$ cat src/rtl/serial_add_sub_ctrl_pkg.sv
// ============================================================================
// serial_add_sub_ctrl_pkg : shared FSM state encoding and defaults
// Rev 1.0
// ============================================================================
`default_nettype none

package serial_add_sub_ctrl_pkg;

  // Encoding 2'd3 is unused; the controller falls back to ST_IDLE from it.
  typedef enum logic [1:0] {
    ST_IDLE = 2'd0,
    ST_RUN  = 2'd1,
    ST_DONE = 2'd2
  } state_e;

  localparam int DEF_WIDTH = 4;
  localparam int DEF_CNT_W = 4;

endpackage

`default_nettype wire

$ cat src/rtl/full_adder.sv
// ============================================================================
// full_adder : one-bit full adder built from two half adders
// Rev 1.0
// ============================================================================
`default_nettype none

module full_adder (
  input  logic a_i,
  input  logic b_i,
  input  logic cin_i,
  output logic s_o,
  output logic cout_o
);

  logic s0, c0, c1;

  half_adder u_ha0 (
    .a_i (a_i),
    .b_i (b_i),
    .s_o (s0),
    .c_o (c0)
  );

  half_adder u_ha1 (
    .a_i (s0),
    .b_i (cin_i),
    .s_o (s_o),
    .c_o (c1)
  );

  assign cout_o = c0 | c1;

endmodule

`default_nettype wire

$ cat src/rtl/half_adder.sv
// ============================================================================
// half_adder : one-bit sum/carry cell
// Rev 1.0
// ============================================================================
`default_nettype none

module half_adder (
  input  logic a_i,
  input  logic b_i,
  output logic s_o,
  output logic c_o
);

  assign s_o = a_i ^ b_i;
  assign c_o = a_i & b_i;

endmodule

`default_nettype wire

$ cat src/rtl/serial_add_sub_ctrl.sv
// ============================================================================
// serial_add_sub_ctrl : bit-serial add/subtract through a single full adder
// Rev 1.0
// ============================================================================
`default_nettype none

module serial_add_sub_ctrl
  import serial_add_sub_ctrl_pkg::*;
#(
  parameter int WIDTH = DEF_WIDTH,
  parameter int CNT_W = DEF_CNT_W
) (
  input  logic             clk,
  input  logic             rst,
  input  logic             start_i,
  input  logic             sub_i,
  input  logic [WIDTH-1:0] a_i,
  input  logic [WIDTH-1:0] b_i,
  output logic             busy_o,
  output logic             done_o,
  output logic [WIDTH-1:0] result_o,
  output logic             cout_o,
  output logic             ovf_o
);

  localparam logic [CNT_W-1:0] LAST_BIT = CNT_W'(WIDTH - 1);

  state_e           state_q, state_d;
  logic [WIDTH-1:0] areg_q, areg_d;
  logic [WIDTH-1:0] breg_q, breg_d;
  logic [WIDTH-1:0] result_q, result_d;
  logic [CNT_W-1:0] cnt_q, cnt_d;
  logic             carry_q, carry_d;
  logic             cout_q, cout_d;
  logic             ovf_q, ovf_d;

  logic             fa_s, fa_cout;

  full_adder u_fa (
    .a_i    (areg_q[0]),
    .b_i    (breg_q[0]),
    .cin_i  (carry_q),
    .s_o    (fa_s),
    .cout_o (fa_cout)
  );

  always_ff @(posedge clk) begin
    if (rst) begin
      state_q  <= ST_IDLE;
      areg_q   <= '0;
      breg_q   <= '0;
      result_q <= '0;
      cnt_q    <= '0;
      carry_q  <= 1'b0;
      cout_q   <= 1'b0;
      ovf_q    <= 1'b0;
    end else begin
      state_q  <= state_d;
      areg_q   <= areg_d;
      breg_q   <= breg_d;
      result_q <= result_d;
      cnt_q    <= cnt_d;
      carry_q  <= carry_d;
      cout_q   <= cout_d;
      ovf_q    <= ovf_d;
    end
  end

  always_comb begin
    state_d  = state_q;
    areg_d   = areg_q;
    breg_d   = breg_q;
    result_d = result_q;
    cnt_d    = cnt_q;
    carry_d  = carry_q;
    cout_d   = cout_q;
    ovf_d    = ovf_q;

    unique case (state_q)
      ST_IDLE, ST_DONE: begin
        state_d = ST_IDLE;
        if (start_i) begin
          // Subtraction is a + ~b + 1: invert b here, the +1 rides in on carry.
          state_d = ST_RUN;
          areg_d  = a_i;
          breg_d  = b_i ^ {WIDTH{sub_i}};
          carry_d = sub_i;
          cnt_d   = '0;
        end
      end

      ST_RUN: begin
        result_d = {fa_s, result_q[WIDTH-1:1]};
        areg_d   = {1'b0, areg_q[WIDTH-1:1]};
        breg_d   = {1'b0, breg_q[WIDTH-1:1]};
        carry_d  = fa_cout;
        cnt_d    = cnt_q + 1'b1;
        if (cnt_q == LAST_BIT) begin
          // carry_q is the carry into the MSB at this edge.
          cout_d  = fa_cout;
          ovf_d   = carry_q ^ fa_cout;
          state_d = ST_DONE;
        end
      end

      default: state_d = ST_IDLE;
    endcase
  end

  assign busy_o   = (state_q == ST_RUN);
  assign done_o   = (state_q == ST_DONE);
  assign result_o = result_q;
  assign cout_o   = cout_q;
  assign ovf_o    = ovf_q;

endmodule

`default_nettype wire

$ cat config.mk
export PLATFORM = sky130hd
export DESIGN_NAME = serial_add_sub_ctrl
export DESIGN_NICKNAME = d
export VERILOG_FILES = /design/src/rtl/serial_add_sub_ctrl_pkg.sv /design/src/rtl/full_adder.sv /design/src/rtl/half_adder.sv /design/src/rtl/serial_add_sub_ctrl.sv
export SDC_FILE = /design/constraint.sdc
export NUM_CORES = 1
export LEC_CHECK = 0
export CORE_MARGIN = 1
export CORE_UTILIZATION = 48
export CTS_CLUSTER_SIZE = 12
export DETAILED_ROUTE_END_ITERATION = 8
export GPL_TIMING_DRIVEN = 0
export PLACE_DENSITY = 0.77
export SLEW_MARGIN = 0
export SYNTH_ARGS = -nofsm -noshare
export SYNTH_HDL_FRONTEND = slang
export SYNTH_SLANG_ARGS = --single-unit
$ cat constraint.sdc
create_clock -name clk -period 1.92 [get_ports clk]
set_clock_uncertainty 0.05 [all_clocks]
set_input_delay 0.384 -clock clk [delete_from_list [all_inputs] [get_ports clk]]
set_output_delay 0.384 -clock clk [all_outputs]
set_load 0.05 [all_outputs]
# Word level (Yosys, flattened, before mapping)
# Index checks and enable logic that the tools add are counted.
# word_totals
reg_bits	21
in_bits	12
output_inout_bits	8
word_cells	37
# op_classes
add_sub_neg	1
eq_ne	5
n_mux	11
bitwise	7
reduce_logical	5
# ops
cell	count
4-bit one-hot mux with 2 select lines	3
4-bit 2-to-1 mux	3
4-bit by 1-bit adder with 4-bit output (second input constant)	1
4-bit by 2-bit equality test with 1-bit output (second input constant)	1
2-bit one-hot mux with 2 select lines	1
2-bit AND reduction	2
4-bit bitwise XOR	1
1-bit bitwise XOR	3
1-bit AND	2
2-bit by 1-bit equality test with 1-bit output (second input constant)	1
2-bit equality test (second input constant)	1
2-bit zero test	1
1-bit 2-to-1 mux	2
2-bit 2-to-1 mux	1
2-bit by 1-bit != test with 1-bit output (second input constant)	1
2-bit != test (second input constant)	1
1-bit one-hot mux with 2 select lines	1
2-bit nonzero test	1
2-bit OR reduction	1
1-bit OR	1

# Logic depth before layout (Yosys ltp)
# Gate-level depths: netlist (run 1).
# logic_depth
word_depth	4
ltp_mapped	5
depth_no_buf	4

# Cells and area by module
# Synthesis (run 1) repeated with hierarchy kept, for this count alone.
# unflattened
cells_unflattened	107
hier_area_um2	913.4
# modules_own_cells
module	instances	cells_each	area_per_inst_um2	seq_area_each_um2
serial_add_sub_ctrl	1	104	882.1	420.4
half_adder	2	1	12.5	0.0
full_adder	1	1	6.3	0.0

# Worst setup path after synthesis (run 1)
# Ideal clock, no wire load.
# synth_path
kind	flip-flop to flip-flop
from	reg cnt_q[0]
to	reg ovf_q, in the netlist ovf_o
setup_time_ps	71
t_arrival_ps	1343
t_required_ps	1799
setup_slack_ps	457
path_stages_with_launch	5
n_path_buf	0
synth_period_minus_slack_ps	1463
cell_sequence	dfxtp_1 > ha_1 > or3b_4 > or3_1 > a21oi_1
# synth_via
elab_chain_len	2
# synth_rtl
item	line_no	rtl
start, declared	serial_add_sub_ctrl.sv:32	logic [CNT_W-1:0] cnt_q, cnt_d;
start signal, assigned	serial_add_sub_ctrl.sv:62	cnt_q <= cnt_d;
4-bit by 2-bit equality test with 1-bit output	serial_add_sub_ctrl.sv:98	if (cnt_q == LAST_BIT) begin
2-bit AND reduction (no line)	-	
end signal, assigned	serial_add_sub_ctrl.sv:65	ovf_q <= ovf_d;
end, declared	serial_add_sub_ctrl.sv:35	logic ovf_q, ovf_d;
# No other way between the ends.
# A chain may end at the register's enable or synchronous reset.

# Worst setup path in the final report (run 1)
# layout_path
from	reg state_q[0]
to	out busy_o
# layout_via
elab_chain_len	1
# layout_rtl
item	line_no	rtl
start, declared	serial_add_sub_ctrl.sv:28	state_e state_q, state_d;
start signal, assigned	serial_add_sub_ctrl.sv:58	state_q <= state_d;
2-bit by 1-bit equality test with 1-bit output	serial_add_sub_ctrl.sv:110	assign busy_o = (state_q == ST_RUN);
end, declared	serial_add_sub_ctrl.sv:19	output logic busy_o,
# No other way between the ends.

==> results of run 1 <==
cells by family (layout without fill, tap and decap cells):
logic type | Yosys count | after routing | share of synthesized area
simple gates | 36 | 36 | 0.204
buf+inv | 11 | 32 | 0.0499
fa+ha+maj | 2 | 2 | 0.0361
xor+xnor | 5 | 5 | 0.0485
compound gates | 29 | 29 | 0.183
flops | 21 | 21 | 0.466
mux | 1 | 1 | 0.0125
area by class of cell:
| cell class | instances | area (sq um) |
|---|---|---|
| buffer | 7 | 28.8 |
| clock buffer | 4 | 26.3 |
| fill | 167 | 607 |
| inverter | 3 | 11.3 |
| multi-input combinational | 73 | 437 |
| sequential | 21 | 420 |
| tap | 25 | 31.3 |
| timing repair buffer | 18 | 184 |
timing repair:
| item | 4_1_cts | 5_1_grt |
|---|---|---|
| setup endpoints to repair | 4 | 5 |
| hold endpoints to repair | 0 | 0 |
| hold buffers | 0 | 0 |
| gates cloned | 0 | 0 |
| gates resized for setup | 10 | 4 |
| setup buffers | 0 | 0 |
cells in the mapped netlist:
cell	instances
sky130_fd_sc_hd__o211ai_1	1
sky130_fd_sc_hd__xor2_1	4
sky130_fd_sc_hd__nand3_1	11
sky130_fd_sc_hd__nor3_1	1
sky130_fd_sc_hd__nor2_1	2
sky130_fd_sc_hd__mux2_2	1
sky130_fd_sc_hd__a22oi_1	7
sky130_fd_sc_hd__xnor2_1	1
sky130_fd_sc_hd__nand2_1	11
sky130_fd_sc_hd__a21oi_1	19
sky130_fd_sc_hd__nand4_1	1
sky130_fd_sc_hd__nor3b_1	1
sky130_fd_sc_hd__or3b_4	1
sky130_fd_sc_hd__buf_2	3
sky130_fd_sc_hd__nand2b_1	3
sky130_fd_sc_hd__clkbuf_1	5
sky130_fd_sc_hd__or3_1	3
sky130_fd_sc_hd__nor2b_1	2
sky130_fd_sc_hd__inv_1	3
sky130_fd_sc_hd__dfxtp_1	21
sky130_fd_sc_hd__fa_1	1
sky130_fd_sc_hd__ha_1	1
sky130_fd_sc_hd__o21ai_0	2
stage by stage:
| step | instances | power [mW] | worst slack, ns | utilization |
|---|---|---|---|---|
| after floorplan | 105 | 0.564 | 0.457 | - |
| after global placement | 148 | 0.614 | -0.268 | 0.638 |
| after detailed placement | 148 | 0.619 | -0.274 | 0.638 |
| after CTS | 152 | 0.827 | 0.00413 | 0.649 |
| after global routing | 151 | 0.862 | 0.0622 | 0.652 |
| final | 151 | 0.823 | 0.159 | 0.652 |
power by group:
| part | leakage, nW | total (mW) | internal, mW | switching (mW) |
|---|---|---|---|---|
| logic | 0.300 | 0.136 | 0.0547 | 0.0812 |
| clock network | 0.0150 | 0.217 | 0.0813 | 0.136 |
| registers | 0.171 | 0.470 | 0.456 | 0.0138 |
flip-flops by register name, summed over array words and instances, names as in the netlist:
name	cells
result_o	4
state_q	2
cnt_q	4
breg_q	4
cout_o	1
ovf_o	1
areg_q	4
carry_q	1
per-layer routing:
layer | global-route usage | part of all wire | vias to the layer above
met1 | 0.272 | 0.42 | 382
met5 | 0 | 0 | -
met4 | 0.145 | 0.026 | 0
met2 | 0.377 | 0.50 | 21
met3 | 0.0360 | 0.050 | 5
li1 | - | - | 405
placed cells by master (no fill, tap or decap):
cell type,count
sky130_fd_sc_hd__dfxtp_1,21
sky130_fd_sc_hd__a21oi_1,19
sky130_fd_sc_hd__nand2_1,11
sky130_fd_sc_hd__nand3_1,11
sky130_fd_sc_hd__clkdlybuf4s50_1,10
sky130_fd_sc_hd__a22oi_1,7
sky130_fd_sc_hd__clkbuf_1,6
sky130_fd_sc_hd__xor2_1,4
sky130_fd_sc_hd__dlymetal6s2s_1,4
sky130_fd_sc_hd__nand2b_1,3
sky130_fd_sc_hd__or3_1,3
sky130_fd_sc_hd__clkbuf_4,3
sky130_fd_sc_hd__dlygate4sd2_1,3
sky130_fd_sc_hd__nor2b_1,2
sky130_fd_sc_hd__inv_1,2
sky130_fd_sc_hd__buf_2,2
sky130_fd_sc_hd__nor2_1,2
sky130_fd_sc_hd__o21ai_0,2
sky130_fd_sc_hd__inv_2,1
sky130_fd_sc_hd__o211ai_1,1
sky130_fd_sc_hd__or3b_4,1
sky130_fd_sc_hd__nor3_1,1
sky130_fd_sc_hd__nor3b_1,1
sky130_fd_sc_hd__nand4_1,1
sky130_fd_sc_hd__mux2_2,1
sky130_fd_sc_hd__xnor2_1,1
sky130_fd_sc_hd__fa_1,1
sky130_fd_sc_hd__ha_1,1
sky130_fd_sc_hd__buf_4,1
worst max-delay path by stage:
stage | startpoint | endpoint | slack (ns)
final | state_q[0]$_SDFFE_PP0P_ | busy_o | 0.16
after global routing | state_q[0]$_SDFFE_PP0P_ | busy_o | 0.06
after CTS | result_o[1]$_SDFFE_PP0P_ | result_o[1] | 0.004
after detailed placement | state_q[0]$_SDFFE_PP0P_ | busy_o | -0.27
after global placement | state_q[1]$_SDFFE_PP0P_ | busy_o | -0.27
after floorplan | cnt_q[0]$_SDFFE_PP0P_ | ovf_o$_SDFFE_PP0P_ | 0.46
tightest hold or removal path: stages (launching register included):
cell	delay, ns
sky130_fd_sc_hd__dfxtp_1	0.33
sky130_fd_sc_hd__nand2_1	0.05
sky130_fd_sc_hd__a21oi_1	0.05
==> impl_metrics.xml, run 1 <==
<?xml version="1.0" encoding="UTF-8"?>
<metrics>
  <group name="floorplan">
    <metric name="standard_cell_core_area" unit="sq mm">0.00175</metric>
    <metric name="initial_utilization" unit="">0.517</metric>
    <metric name="die-area" unit="sq mm">0.00206</metric>
    <metric name="dieHeight" unit="um">45.4</metric>
    <metric name="floorplan.io_pins" unit="">20</metric>
    <metric name="die_width" unit="um">45.4</metric>
    <metric name="placementRows" unit="">15</metric>
  </group>
  <group name="routing">
    <metric name="dr.pass1.iters" unit="">4</metric>
    <metric name="routedWlPerCell" unit="um">12.9</metric>
    <metric name="vias" unit="">813</metric>
    <metric name="avgViaCountPerCell" unit="">5.38</metric>
    <metric name="antenna_left" unit="">0</metric>
    <metric name="totalWireLength" unit="um">1950</metric>
    <metric name="drc" unit="">0</metric>
    <metric name="dr.first_iter.drc_count" unit="">12</metric>
  </group>
  <group name="sta">
    <metric name="setup_total_negative_slack" unit="ns">0</metric>
    <metric name="final_setup_violation_count" unit="">0</metric>
    <metric name="grt_setup_unrepaired" unit="">false</metric>
    <metric name="max_clock_freq" unit="MHz">568</metric>
    <metric name="report.final.slew_viol_count" unit="">0</metric>
    <metric name="worst-slew-pin-transition" unit="ns">0.499</metric>
    <metric name="hold_viol" unit="">0</metric>
    <metric name="period_needed" unit="ns">1.76</metric>
    <metric name="timing.final.crit_share" unit="">0.917</metric>
    <metric name="max_slew_margin" unit="">0.667</metric>
    <metric name="finalHoldWorstSlack" unit="ns">0.418</metric>
  </group>
  <group name="placed_design">
    <metric name="routabilityCongestion" unit="">0.681</metric>
    <metric name="dpl-instance-area" unit="sq mm">0.00111</metric>
    <metric name="portBuffers" unit="">18</metric>
    <metric name="hpwl" unit="um">1420</metric>
  </group>
  <group name="setup_path">
    <metric name="cp_cell_sequence" unit="">nand2b_1 -&gt; inv_2 -&gt; buf_4</metric>
    <metric name="reg2reg_setup_slack" unit="ns">0.34</metric>
    <metric name="critPathLaunchType" unit="">flop</metric>
    <metric name="critical_path_buf_inv_count" unit="">2</metric>
    <metric name="critPathCaptureType" unit="">output port</metric>
    <metric name="slowest_delay" unit="ns">0.39</metric>
    <metric name="cp_data_arrival_time" unit="ns">1.33</metric>
    <metric name="worst_setup_path_category" unit="">reg2out</metric>
    <metric name="critical_path.reg2reg.startpoint" unit="">cnt_q[0]$_SDFFE_PP0P_</metric>
    <metric name="required" unit="ns">1.49</metric>
    <metric name="cpMaxStageDelayCell" unit="">sky130_fd_sc_hd__dfxtp_1</metric>
    <metric name="rr_worst_depth" unit="">4</metric>
    <metric name="r2r-end" unit="">ovf_o$_SDFFE_PP0P_</metric>
    <metric name="path_depth" unit="">3</metric>
    <metric name="critical_path_peak_fanout" unit="">16</metric>
    <metric name="top_family_by_delay_on_critical_path" unit="">buffers and inverters</metric>
  </group>
  <group name="worst_hold_path">
    <metric name="count_of_cells_along_the_worst_hold_path" unit="">2</metric>
    <metric name="holdCritPathClass" unit="">reg2reg</metric>
    <metric name="min_delay_worst_endpoint" unit="">result_o[0]$_SDFFE_PP0P_</metric>
    <metric name="hold_path.startpoint" unit="">result_o[0]$_SDFFE_PP0P_</metric>
  </group>
  <group name="finish">
    <metric name="antenna_cells_inserted" unit="">0</metric>
    <metric name="layout-drive-gt1-share" unit="">0.0714</metric>
    <metric name="final_nets" unit="">141</metric>
    <metric name="area_of_all_placed_cells_without_fillers" unit="sq mm">0.00114</metric>
    <metric name="area_growth_syn_to_layout" unit="%">26.2</metric>
  </group>
  <group name="synthesis">
    <metric name="yosys-top-cells-area" unit="">sky130_fd_sc_hd__dfxtp_1 (47%), sky130_fd_sc_hd__a21oi_1 (11%), sky130_fd_sc_hd__nand3_1 (6.1%), sky130_fd_sc_hd__a22oi_1 (5.8%), sky130_fd_sc_hd__nand2_1 (4.6%)</metric>
    <metric name="syn_avg_cell_area" unit="sq um">8.59</metric>
    <metric name="synth-seq-area-share" unit="">0.466</metric>
    <metric name="synth_top_cell_by_area" unit="">sky130_fd_sc_hd__dfxtp_1</metric>
    <metric name="post-synth-top-area-fraction" unit="">0.466</metric>
    <metric name="synthesis.instances" unit="">105</metric>
    <metric name="synth.net_count" unit="">119</metric>
    <metric name="synth_area" unit="sq um">902</metric>
    <metric name="synthDistinctLibCells" unit="">23</metric>
    <metric name="number_of_storage_elements_in_the_synthesis_netlist" unit="">21</metric>
    <metric name="synth_warnings" unit="">0</metric>
  </group>
  <group name="clock_tree">
    <metric name="worst_setup_hold_path_clk_slew" unit="ns">0.11</metric>
    <metric name="cts_root_buf" unit="">sky130_fd_sc_hd__clkbuf_4</metric>
    <metric name="ctsLongestPathBuffers" unit="">2</metric>
    <metric name="clock_insertion_delay_worst_skew" unit="ns">0.31</metric>
    <metric name="cts-htree-levels" unit="">1</metric>
    <metric name="tritoncts" unit="">built</metric>
    <metric name="cts_sinks" unit="">21</metric>
    <metric name="cts_inserted_buffers" unit="">3</metric>
  </group>
  <group name="global_route">
    <metric name="grt_max_degree" unit="">12</metric>
    <metric name="grt_antenna_before_repair" unit="">0</metric>
    <metric name="first_pass_grt_wire_length" unit="um">3220</metric>
    <metric name="global_route.overflow_total" unit="">0</metric>
    <metric name="grt_usage" unit="">0.227</metric>
    <metric name="number_of_global_route_vias_before_repair" unit="">756</metric>
  </group>
  <group name="run">
    <metric name="cap_viol_max_count" unit="">0</metric>
  </group>
  <group name="power">
    <metric name="leakagePower" unit="nW">0.487</metric>
    <metric name="power_per_cell_area" unit="mW/mm^2">723</metric>
    <metric name="max-vdd-ir-drop" unit="V">0.000529</metric>
  </group>
  <group name="status">
    <metric name="run_status" unit="">finished clean</metric>
  </group>
</metrics>
No activity file was read; power rests on OpenSTA's default activity.
==> run 2: changes to the inputs <==
HOLD_SLACK_MARGIN = 0.12   (was default)
==> results of run 2 <==
Same layout as run 1: the final DEF is identical, and so are final timing and power.
==> run 3: changes to the inputs <==
CTS_CLUSTER_DIAMETER = 150   (was default)
PLACE_DENSITY = 0.86   (was 0.77)
==> impl_metrics.xml, run 3 (synthesis gave the netlist of run 1 again) <==
<?xml version="1.0" encoding="UTF-8"?>
<metrics>
  <group name="status">
    <metric name="run_status" unit="">finished clean</metric>
  </group>
  <group name="routing">
    <metric name="avgViaCountPerCell" unit="">5.36</metric>
    <metric name="dr.pass1.iters" unit="">4</metric>
    <metric name="antenna_left" unit="">0</metric>
    <metric name="dr.first_iter.drc_count" unit="">29</metric>
    <metric name="topRoutingLayerUsed" unit="">met4</metric>
    <metric name="routedWlPerCell" unit="um">11.8</metric>
    <metric name="totalWireLength" unit="um">1780</metric>
    <metric name="vias" unit="">809</metric>
    <metric name="drc" unit="">0</metric>
    <metric name="route.met3.wl" unit="um">58</metric>
    <metric name="met2_layer_wire_length_in_the_routed_design" unit="um">856</metric>
    <metric name="detail_route.wirelength.met1" unit="um">835</metric>
  </group>
  <group name="setup_path">
    <metric name="r2r-end" unit="">ovf_o$_SDFFE_PP0P_</metric>
    <metric name="critical_path_buf_inv_count" unit="">1</metric>
    <metric name="critPathCaptureType" unit="">output port</metric>
    <metric name="cp_cell_sequence" unit="">clkdlybuf4s50_1</metric>
    <metric name="cp_data_arrival_time" unit="ns">1.44</metric>
    <metric name="critical_path.reg2reg.startpoint" unit="">cnt_q[0]$_SDFFE_PP0P_</metric>
    <metric name="cpMaxStageDelayCell" unit="">sky130_fd_sc_hd__clkdlybuf4s50_1</metric>
    <metric name="required" unit="ns">1.49</metric>
    <metric name="slowest_delay" unit="ns">0.79</metric>
    <metric name="rr_worst_depth" unit="">4</metric>
    <metric name="top_family_by_delay_on_critical_path" unit="">buffers and inverters</metric>
    <metric name="worst_setup_path_category" unit="">reg2out</metric>
    <metric name="critPathLaunchType" unit="">flop</metric>
    <metric name="reg2reg_setup_slack" unit="ns">0.31</metric>
    <metric name="critical_path_peak_fanout" unit="">2</metric>
  </group>
  <group name="global_route">
    <metric name="grt_max_degree" unit="">12</metric>
    <metric name="number_of_global_route_vias_before_repair" unit="">717</metric>
    <metric name="first_pass_grt_wire_length" unit="um">2920</metric>
    <metric name="global_route.overflow_total" unit="">0</metric>
    <metric name="grt_antenna_before_repair" unit="">0</metric>
    <metric name="grt_usage" unit="">0.197</metric>
  </group>
  <group name="placed_design">
    <metric name="routabilityCongestion" unit="">0.805</metric>
    <metric name="portBuffers" unit="">18</metric>
    <metric name="hpwl" unit="um">1290</metric>
    <metric name="dp.cells" unit="">148</metric>
    <metric name="dpl-instance-area" unit="sq mm">0.00111</metric>
  </group>
  <group name="sta">
    <metric name="worst-slew-pin-transition" unit="ns">0.506</metric>
    <metric name="timing.final.crit_share" unit="">0.977</metric>
    <metric name="hold_viol" unit="">0</metric>
    <metric name="final_setup_violation_count" unit="">0</metric>
    <metric name="max_slew_margin" unit="">0.662</metric>
    <metric name="max_clock_freq" unit="MHz">533</metric>
    <metric name="report.final.slew_viol_count" unit="">0</metric>
    <metric name="period_needed" unit="ns">1.88</metric>
    <metric name="setup_total_negative_slack" unit="ns">0</metric>
    <metric name="grt_setup_unrepaired" unit="">false</metric>
  </group>
  <group name="worst_hold_path">
    <metric name="hold_path.startpoint" unit="">result_o[0]$_SDFFE_PP0P_</metric>
    <metric name="holdCritPathClass" unit="">reg2reg</metric>
    <metric name="min_delay_worst_endpoint" unit="">result_o[0]$_SDFFE_PP0P_</metric>
    <metric name="count_of_cells_along_the_worst_hold_path" unit="">2</metric>
  </group>
  <group name="finish">
    <metric name="area_of_all_placed_cells_without_fillers" unit="sq mm">0.00114</metric>
    <metric name="mostFrequentLayoutCell" unit="">sky130_fd_sc_hd__dfxtp_1</metric>
    <metric name="fillerInstances" unit="">147</metric>
    <metric name="area_growth_syn_to_layout" unit="%">26.1</metric>
    <metric name="layout.core_utilization" unit="">0.652</metric>
    <metric name="layout_common_cells" unit="">sky130_fd_sc_hd__dfxtp_1 (21), sky130_fd_sc_hd__a21oi_1 (19), sky130_fd_sc_hd__clkdlybuf4s50_1 (12), sky130_fd_sc_hd__nand2_1 (11), sky130_fd_sc_hd__nand3_1 (11)</metric>
    <metric name="layout-drive-gt1-share" unit="">0.0714</metric>
    <metric name="antenna_cells_inserted" unit="">0</metric>
    <metric name="final_nets" unit="">141</metric>
    <metric name="instances_no_fill" unit="">151</metric>
  </group>
  <group name="power">
    <metric name="max-vdd-ir-drop" unit="V">0.000387</metric>
    <metric name="power_per_cell_area" unit="mW/mm^2">718</metric>
    <metric name="leakagePower" unit="nW">0.462</metric>
    <metric name="design_power_total" unit="mW">0.816</metric>
  </group>
  <group name="floorplan">
    <metric name="die_width" unit="um">45.4</metric>
    <metric name="dieHeight" unit="um">45.4</metric>
    <metric name="placementRows" unit="">15</metric>
    <metric name="die-area" unit="sq mm">0.00206</metric>
    <metric name="standard_cell_core_area" unit="sq mm">0.00175</metric>
    <metric name="floorplan.io_pins" unit="">20</metric>
    <metric name="initial_utilization" unit="">0.517</metric>
  </group>
  <group name="clock_tree">
    <metric name="tritoncts" unit="">built</metric>
    <metric name="cts_inserted_buffers" unit="">3</metric>
    <metric name="cts-htree-levels" unit="">1</metric>
    <metric name="ctsHoldBuffers" unit="">0</metric>
    <metric name="clock_insertion_delay_worst_skew" unit="ns">0.30</metric>
    <metric name="ctsLongestPathBuffers" unit="">2</metric>
    <metric name="worst_setup_hold_path_clk_slew" unit="ns">0.11</metric>
    <metric name="cts_root_buf" unit="">sky130_fd_sc_hd__clkbuf_4</metric>
    <metric name="cts_sinks" unit="">21</metric>
  </group>
  <group name="run">
    <metric name="cap_viol_max_count" unit="">0</metric>
  </group>
</metrics>
-- run 3: worst max-delay path by stage --
stage	to	startpoint	slack (ns)	cells after the start
2_1_floorplan	ovf_o$_SDFFE_PP0P_	cnt_q[0]$_SDFFE_PP0P_	0.46	4
3_3_place_gp	busy_o	state_q[1]$_SDFFE_PP0P_	-0.26	4
3_5_place_dp	busy_o	state_q[1]$_SDFFE_PP0P_	-0.28	4
4_1_cts	result_o[3]	result_o[3]$_SDFFE_PP0P_	0.005	1
5_1_grt	cout_o	cout_o$_SDFFE_PP0P_	0.01	1
6_report	cout_o	cout_o$_SDFFE_PP0P_	0.04	1
-- run 3: repair_timing --
| action | 4_1_cts | 5_1_grt |
|---|---|---|
| endpoints found under the setup margin | 3 | 4 |
| setup buffers | 0 | 0 |
| resized for setup | 9 | 3 |
-- run 3: cell type report --
type	count	area [sq um]	area share
multi-input cells	73	437	0.384
clock buffers	4	26.3	0.0231
flip-flops and latches	21	420	0.370
repair buffers	18	183	0.161
plain buffers	7	28.8	0.0253
inverters	3	11.3	0.00990
well taps	25	31.3	0.0275
-- run 3: per-stage QoR --
stage          hold WS (ns)  setup slack, ns
6_report              0.408           0.0450
2_1_floorplan         0.394            0.457
3_5_place_dp          0.398           -0.284
3_3_place_gp          0.393           -0.261
5_1_grt               0.434           0.0116
4_1_cts               0.414          0.00460
-- run 3: power by group --
part | switching, mW | internal, mW | total, mW
Sequential | 0.0135 | 0.456 | 0.469
Combinational | 0.0793 | 0.0557 | 0.135
Clock | 0.131 | 0.0811 | 0.212
-- run 3: layer usage --
| metal | vias to the layer above | global-route usage |
|---|---|---|
| li1 | 409 | - |
| met1 | 374 | 0.248 |
| met2 | 21 | 0.313 |
| met3 | 5 | 0.0400 |
| met4 | 0 | 0.109 |
| met5 | - | 0 |
-- run 3: tightest hold or removal path: stages, from the launching register on --
cell	delay, ns
sky130_fd_sc_hd__dfxtp_1	0.32
sky130_fd_sc_hd__nand2_1	0.05
sky130_fd_sc_hd__a21oi_1	0.05
==> RTL edit: new RTL, flow settings as in run 1 <==
Reset style: asynchronous (`rst`), changed in one clocked block.
--- a/src/rtl/serial_add_sub_ctrl.sv
+++ b/src/rtl/serial_add_sub_ctrl.sv
@@ -44,7 +44,7 @@
     .cout_o (fa_cout)
   );
 
-  always_ff @(posedge clk) begin
+  always_ff @(posedge clk or posedge rst) begin
     if (rst) begin
       state_q  <= ST_IDLE;
       areg_q   <= '0;
Behaviour: differs if rst is asserted again (counterexample within 4 cycles, from zero or initial values and one cycle with rst high); with rst held inactive, the same outputs for 10 cycles.
==> RTL edit against run 1 <==
- cell count shrank 20%
- core utilization is 0.46 points higher
- sequential cell count unchanged
- via count shrank 23%
- area after synthesis grew 5.7%
- worst hold slack improved by 0.025 ns
- non-clock buffer count is 2 lower
- design area is 4.0% higher
- routed wire length down 12%
- worst setup slack worse by 0.077 ns
- largest cell class is now flip-flops and latches
- highest routed layer unchanged
Power is not compared: it rests on default switching activity, and its combinational part moved more than twofold at a synthesized area within 25%.
==> RTL edit: results (changes against run 1) <==
status:
  status: "complete, no violations"
critical_path:
  cp-startpoint: "state_q[1]"
  cpMaxStageDelayCell: "dfrtp_1"
  cp_max_fo: 10  # -6
  cpPeakStageDelay_ns: 0.40
  cp.arrival_ns: 1.40  # +0.07 ns
  reg2reg_slack_ns: 0.40  # +0.06 ns
  r2r_end: "cout_o"
  worstReg2RegStart: "cnt_q[1]"
yosys:
  netlist_top_cells_area: "dfrtp_1 55%, mux2_2 8.3%, a22o_1 6.4%, buf_6 3.5%, a221o_1 3.1%"
  synth_cell_type_count: 25  # +8.7%
  syn_inst: 74  # -30%
  yosys-top-cells-count: "21 x dfrtp_1, 7 x a22o_1, 7 x mux2_2, 4 x a21o_1"
  ys_seq_area_frac: 0.551  # +0.0852
  ys_async_sr_fraction: 1.00  # +1.00
  synth_ff_type: "dfrtp_1"
  synth.net_count: 88  # -26%
grt:
  grt_first_pass_wirelength_um: 2820  # -12%
  grtUsageTotal: 0.196  # -0.0317
  grt_max_degree: 22  # +10
  grt_pass1_vias: 589  # -22%
route:
  wl_per_cell_um: 14.2  # +10%
  via_count: 622  # -23%
  initialDrtViolationCount: 3  # -9
  drt_pass1_iterations: 4  # unchanged
  viasPerCell: 5.14  # -4.5%
min_path:
  min_to: "cnt_q[3]"
  holdPathStages: 1  # -1
  min_from: "cnt_q[3]"
placement:
  dp_cells: 117  # -21%
  io_buffers: 18  # unchanged
  dp_hpwl_um: 1240  # -13%
  gp_congestion: 0.714  # +4.9%
final_layout:
  final_nets: 111  # -21%
  fillers: 157  # -6.0%
  final_layout_size_suffix_gt1_frac: 0.167  # +0.0952
power:
  vdd_ir_drop_max_v: 0.00117
sta:
  relSlewSlack: 0.474  # -0.192
clock_network:
  clkTransAtPathRegs_ns: 0.12
  cts_resized: 11  # +1
  cts_root_buf: "clkbuf_4"
## RTL edit: cell types whose count changed in the layout (fill, tap and decap cells not counted), moves of 4 or more
cell	before	now
clkbuf_1	6	2
a22o_1	0	7
nand2_1	11	2
nand3_1	11	1
dfrtp_1	0	21
a22oi_1	7	0
mux2_2	1	7
a21oi_1	19	0
a21o_1	0	4
dfxtp_1	21	0
## RTL edit: through the flow
stage	power, mW	instance area [um^2]	utilization	hold WS, ns	worst slack [ns]
3_5_place_dp	2.00	1160	0.647	0.423	-0.176
6_report	2.16	1180	0.657	0.444	0.0820
2_1_floorplan	1.67	953	-	0.311	0.393
4_1_cts	2.16	1180	0.654	0.450	0.000413
3_3_place_gp	1.96	1160	0.647	0.414	-0.167
5_1_grt	2.30	1180	0.657	0.463	0.0178
## RTL edit: cell type report
class,count,area share
multi-input combinational,45,0.316
sequential,21,0.444
inverter,3,0.00951
buffer,5,0.0359
clock buffer,4,0.0222
timing repair buffer,18,0.146
tap,25,0.0264
## RTL edit: power breakdown
group | leakage, nW | internal [mW] | switching, mW
clock | 0.0150 | 0.0813 | 0.139
sequential | 0.263 | 0.649 | 0.148
combinational | 0.311 | 0.508 | 0.633
total | 0.589 | 1.24 | 0.920
## RTL edit: cell families (layout without fill, tap and decap cells)
logic type	after synthesis	in the layout	share of synthesized area
flops	21	21	0.551
compound gates	16	16	0.138
simple gates	14	14	0.0814
mux	8	8	0.0932
buf+inv	8	30	0.0564
xor+xnor	5	5	0.0459
fa+ha+maj	2	2	0.0341
## RTL edit: per-layer routing
metal,global-route usage,vias up,share of wire
li1,-,303,-
met1,0.279,303,0.50
met2,0.269,13,0.45
met3,0.0745,3,0.039
met4,0.0647,0,0.011
met5,0,-,0
